$ cat config.mk
export PLATFORM = sky130hd
export DESIGN_NAME = img_index
export DESIGN_NICKNAME = d
export VERILOG_FILES = /design/src/rtl/vga_pkg.sv /design/src/rtl/img_index_rom_lut.sv /design/src/rtl/img_index.sv
export SDC_FILE = /design/constraint.sdc
export NUM_CORES = 1
export LEC_CHECK = 0
export ABC_AREA = 0
export CAP_MARGIN = 10
export CORE_MARGIN = 2
export CORE_UTILIZATION = 54
export CTS_CLUSTER_SIZE = 28
export DETAILED_ROUTE_END_ITERATION = 10
export DONT_BUFFER_PORTS = 1
export HOLD_SLACK_MARGIN = 0.06
export PLACE_DENSITY = 0.76
export SLEW_MARGIN = 20
export SYNTH_ARGS = -nofsm -noshare
export SYNTH_HDL_FRONTEND = slang
export SYNTH_HIERARCHICAL = 1
export SYNTH_SLANG_ARGS = --single-unit
$ cat constraint.sdc
create_clock -name clock -period 0.8 [get_ports clock]
set_input_delay 0.16 -clock clock [delete_from_list [all_inputs] [get_ports clock]]
set_output_delay 0.16 -clock clock [all_outputs]
set_load 0.02 [all_outputs]
$ cat src/rtl/vga_pkg.sv
// Shared VGA constants: index/colour widths, palette role indices and the
// default RGB value of each of the 16 fixed palette entries.
package vga_pkg;

  localparam int ADDR_W = 8;
  localparam int DATA_W = 24;

  // Palette role indices, used by the render logic when it picks a colour.
  localparam logic [ADDR_W-1:0] COL_BOUNDARY = 8'd0;
  localparam logic [ADDR_W-1:0] COL_SNAKE1   = 8'd1;
  localparam logic [ADDR_W-1:0] COL_SNAKE2   = 8'd2;
  localparam logic [ADDR_W-1:0] COL_APPLE    = 8'd3;
  localparam logic [ADDR_W-1:0] COL_BG       = 8'd4;
  localparam logic [ADDR_W-1:0] COL_YELLOW   = 8'd5;
  localparam logic [ADDR_W-1:0] COL_CYAN     = 8'd6;
  localparam logic [ADDR_W-1:0] COL_MAGENTA  = 8'd7;
  localparam logic [ADDR_W-1:0] COL_GREY     = 8'd8;
  localparam logic [ADDR_W-1:0] COL_ORANGE   = 8'd9;
  localparam logic [ADDR_W-1:0] COL_DK_GREEN = 8'd10;
  localparam logic [ADDR_W-1:0] COL_NAVY     = 8'd11;
  localparam logic [ADDR_W-1:0] COL_MAROON   = 8'd12;
  localparam logic [ADDR_W-1:0] COL_PURPLE   = 8'd13;
  localparam logic [ADDR_W-1:0] COL_OLIVE    = 8'd14;
  localparam logic [ADDR_W-1:0] COL_TEAL     = 8'd15;

  // Default RGB for entries 0..15, ordered by index.
  localparam logic [DATA_W-1:0] DEFAULT_RGB [16] = '{
    24'h000000, 24'h00FF00, 24'h0000FF, 24'hFF0000,
    24'hFFFFFF, 24'hFFFF00, 24'h00FFFF, 24'hFF00FF,
    24'h808080, 24'hFF8000, 24'h008000, 24'h000080,
    24'h800000, 24'h800080, 24'h808000, 24'h008080
  };

  function automatic logic [DATA_W-1:0] default_rgb(input logic [3:0] idx);
    return DEFAULT_RGB[idx];
  endfunction

endpackage

$ cat src/rtl/img_index_rom_lut.sv
// Combinational palette lookup: fixed colours for indices 0..15 and a
// greyscale ramp {i,i,i} for indices 16..255. Every index is defined.
module img_index_rom_lut
  import vga_pkg::*;
(
  input  logic [ADDR_W-1:0] address,
  output logic [DATA_W-1:0] rgb
);

  // Fixed colour block below 16, grey ramp above.
  always_comb begin
    rgb = {address, address, address};
    if (address[ADDR_W-1:4] == '0) begin
      rgb = default_rgb(address[3:0]);
    end
  end

endmodule

$ cat src/rtl/img_index.sv
// Registered colour palette for the VGA pixel pipeline: one clock of
// latency from address to q, q cleared asynchronously by reset.
// Optional macro IMG_INDEX_WR_EN makes entries 0..15 writable through
// wren/wraddr/wdata; a read of an entry on the same edge it is written
// returns the old colour.
module img_index
  import vga_pkg::*;
#(
  parameter int ADDR_W_P = vga_pkg::ADDR_W,
  parameter int DATA_W_P = vga_pkg::DATA_W
) (
  input  logic                clock,
  input  logic                reset,
  input  logic [ADDR_W-1:0]   address,
`ifdef IMG_INDEX_WR_EN
  input  logic                wren,
  input  logic [3:0]          wraddr,
  input  logic [DATA_W-1:0]   wdata,
`endif
  output logic [DATA_W-1:0]   q
);

  // Only the 8-bit index / 24-bit colour configuration exists.
  generate
    if (ADDR_W_P != 8 || DATA_W_P != 24) begin : g_bad_param
      $error("img_index supports only ADDR_W=8 and DATA_W=24");
    end
  endgenerate

  logic [DATA_W-1:0] lut_rgb;
  logic [DATA_W-1:0] rd_data;

  img_index_rom_lut u_lut (
    .address (address),
    .rgb     (lut_rgb)
  );

`ifdef IMG_INDEX_WR_EN
  logic [DATA_W-1:0] pal_q [16];

  // Override register file for entries 0..15, reset to the default colours.
  always_ff @(posedge clock or posedge reset) begin
    if (reset) begin
      for (int i = 0; i < 16; i++) begin
        pal_q[i] <= default_rgb(4'(i));
      end
    end else if (wren) begin
      pal_q[wraddr] <= wdata;
    end
  end

  // Low entries come from the registers (pre-write value), the rest from the ramp.
  always_comb begin
    rd_data = lut_rgb;
    if (address[ADDR_W-1:4] == '0) begin
      rd_data = pal_q[address[3:0]];
    end
  end
`else
  // Without overrides the lookup table is the whole palette.
  always_comb begin
    rd_data = lut_rgb;
  end
`endif

  // Output pixel register; reset forces black immediately.
  always_ff @(posedge clock or posedge reset) begin
    if (reset) begin
      q <= '0;
    end else begin
      q <= rd_data;
    end
  end

endmodule

==> results.py <==
metrics = {
    "placement": {
        "portBuffers": 0,
        "place_area_sq_mm": 0.00121,
        "dp_hpwl_microns": 1440,
        "gp_congestion": 0.826,
        "placed_cells": 121,
    },
    "grt": {
        "grt_pass1_wl_microns": 3460,
        "antenna_found_initial": 0,
        "grtUsageTotal": 0.193,
        "grt_pass1_vias": 695,
        "grt-ovfl-total": 0,
        "grt_max_degree": 25,
    },
    "clock_network": {
        "ctsHoldBuffers": 3,
        "clock-sinks": 24,
        "numCtsBuffers": 3,
        "htree_num_levels": 1,
        "cts_tree": "done",
        "postCtsSetupBuffers": 0,
        "cts_root_buf": "clkbuf_4",
        "cts_max_path_buffers": 2,
        "clk_pin_slew_ns": 0.12,
    },
    "timing": {
        "timing.final.ws_setup_ns": -0.179,
        "drv_slew": 0,
        "rsz0062_at_grt": "true",
        "fin_crit_ns": 0.979,
        "period_share": 1.22,
        "hold_violations": 18,
        "worstMarginPinSlew_ns": 0.385,
        "slew_headroom": 0.741,
        "max_freq_mhz": 1020,
        "fin_tns_setup_ns": -5.11,
        "setup_viol": 45,
        "holdWs_ns": -0.0597,
    },
    "cells_and_area": {
        "largest_reg_flops": 24,
        "antennaDiodeCount": 0,
        "fin_nets": 115,
        "fin_cells": 128,
        "largestRegisters": "q x24",
        "areaGrowthSynthToFinish_pct": 21.2,
        "layout-drive-gt1-share": 0.406,
        "top_register": "q",
        "final_design_area_no_fill_sq_mm": 0.00131,
    },
    "power": {
        "p_leak_nw": 0.564,
        "pwr_density_cell_mw_per_mm2": 1730,
        "fin_total_pwr_mw": 2.28,
        "peakVddDrop_mv": 1.12,
    },
    "logic_synthesis": {
        "postSynthAreaPerCell_sq_um": 11.9,
        "ys_seq_area_frac": 0.554,
        "synth.most_common_cell": "dfrtp_1",
        "synth_top_area_share": 0.554,
        "synthDistinctLibCells": 33,
        "yosysWarnings": 6,
        "netlist_instances": 91,
        "syn_area_sq_mm": 0.00108,
        "async_flop_share": 1.00,
        "synth_common_cells": "dfrtp_1, a21o_1, inv_1",
        "yosysTopAreaCell": "dfrtp_1",
        "dominantRegCellSynth": "dfrtp_1",
        "ys_seq_elements": 24,
        "synth_edf_count": 0,
        "synth_area_leaders": "dfrtp_1, a21o_1, ha_1, o21bai_1, or2_2",
        "synth_nets": 104,
    },
    "detailed_routing": {
        "antenna_left": 0,
        "drcViolationCount": 0,
        "finalWirelength_microns": 2080,
        "drt_iter0_drc": 21,
        "drt_first_pass_iters": 4,
        "routed-via-count": 720,
        "wl_per_cell_microns": 16.3,
        "vias_per_cell": 5.63,
    },
    "run_status": {
        "violations": "negative hold slack, negative setup slack",
        "status": "finished, violations left",
    },
    "die": {
        "die_h_microns": 48.8,
        "dieArea_sq_mm": 0.00238,
        "core_area_sq_mm": 0.00192,
        "rows": 16,
        "start_util": 0.564,
        "io_pins": 34,
        "die_w_microns": 48.8,
    },
    "min_path": {
        "hp-class": "in2reg",
    },
    "critical_path": {
        "crit_path_end_kind": "flop",
        "crit_type": "in2reg",
        "crit_arrival_ns": 1.23,
        "startpoint_type": "input port",
        "cp_max_fo": 7,
        "required_ns": 1.05,
    },
    "run": {
        "cap_violations": 0,
    },
}
## what timing repair did
action	CTS	global route
pin swaps	2	3
endpoints found under the hold margin	46	21
resized for setup	6	8
endpoints found under the setup margin	44	46
cloned	0	0
## critical path, cell delays in order
cell and delay (ns):
or4_4 0.59, nor4b_4 0.31, or2_1 0.17
## layout make-up
class                      instances  area, sq um
sequential                        24          611
tap                               27         33.8
timing repair buffer              13          105
clock buffer                       4         36.3
fill                             150          608
multi-input combinational         55          494
inverter                           5         33.8
## cell families (layout without fill, tap and decap cells)
logic type,Yosys count,count (layout),share of synthesized area
AND/OR/NAND/NOR,21,21,0.122
multiplexers,2,2,0.0300
XOR/XNOR,1,1,0.00808
flip-flops,24,24,0.554
AO/OA/AOI/OAI,28,28,0.200
buffers and inverters,12,22,0.0508
adder cells (fa/ha/maj),3,3,0.0346
## metal layers
metal,part of all wire,up-vias,track usage
met3,0.065,4,0.0276
met4,0.021,0,0.100
met1,0.39,348,0.253
met2,0.52,34,0.313
li1,-,334,-
met5,0,-,0
## metrics by stage
step,setup slack (ns),utilization
6_report,-0.179,0.684
5_1_grt,-0.230,0.684
2_1_floorplan,-0.481,-
4_1_cts,-0.183,0.678
3_5_place_dp,-0.506,0.632
3_3_place_gp,-0.473,0.632
## cells in the final DEF (no fill, tap or decap), types with 2 or more instances in the layout
cell           count
dlygate4sd3_1      3
nand2_1            2
nand2b_1           2
ha_4               2
nor2_1             4
a21boi_1           2
o21bai_1           4
inv_1              3
or2_2              3
dfrtp_1           16
inv_8              2
or2_1              3
a21oi_2            2
buf_4             10
dfrtp_2            8
a21o_1             7
clkbuf_4           3
## report_power, final
group	switching (mW)	internal (mW)	leakage [nW]
Sequential	0.125	1.29	0.272
Combinational	0.114	0.137	0.271
Clock	0.331	0.278	0.0210
## worst paths after layout
check | start | end | slack (ns) | cells past startpoint
min in group asynchronous | reset | q[0] | 0.33 | 3
max | address[4] | q[14] | -0.18 | 3
min | address[7] | q[23] | -0.06 | 1
max in group asynchronous | reset | q[9] | 0.23 | 3
(Power assumes the default switching activity.)
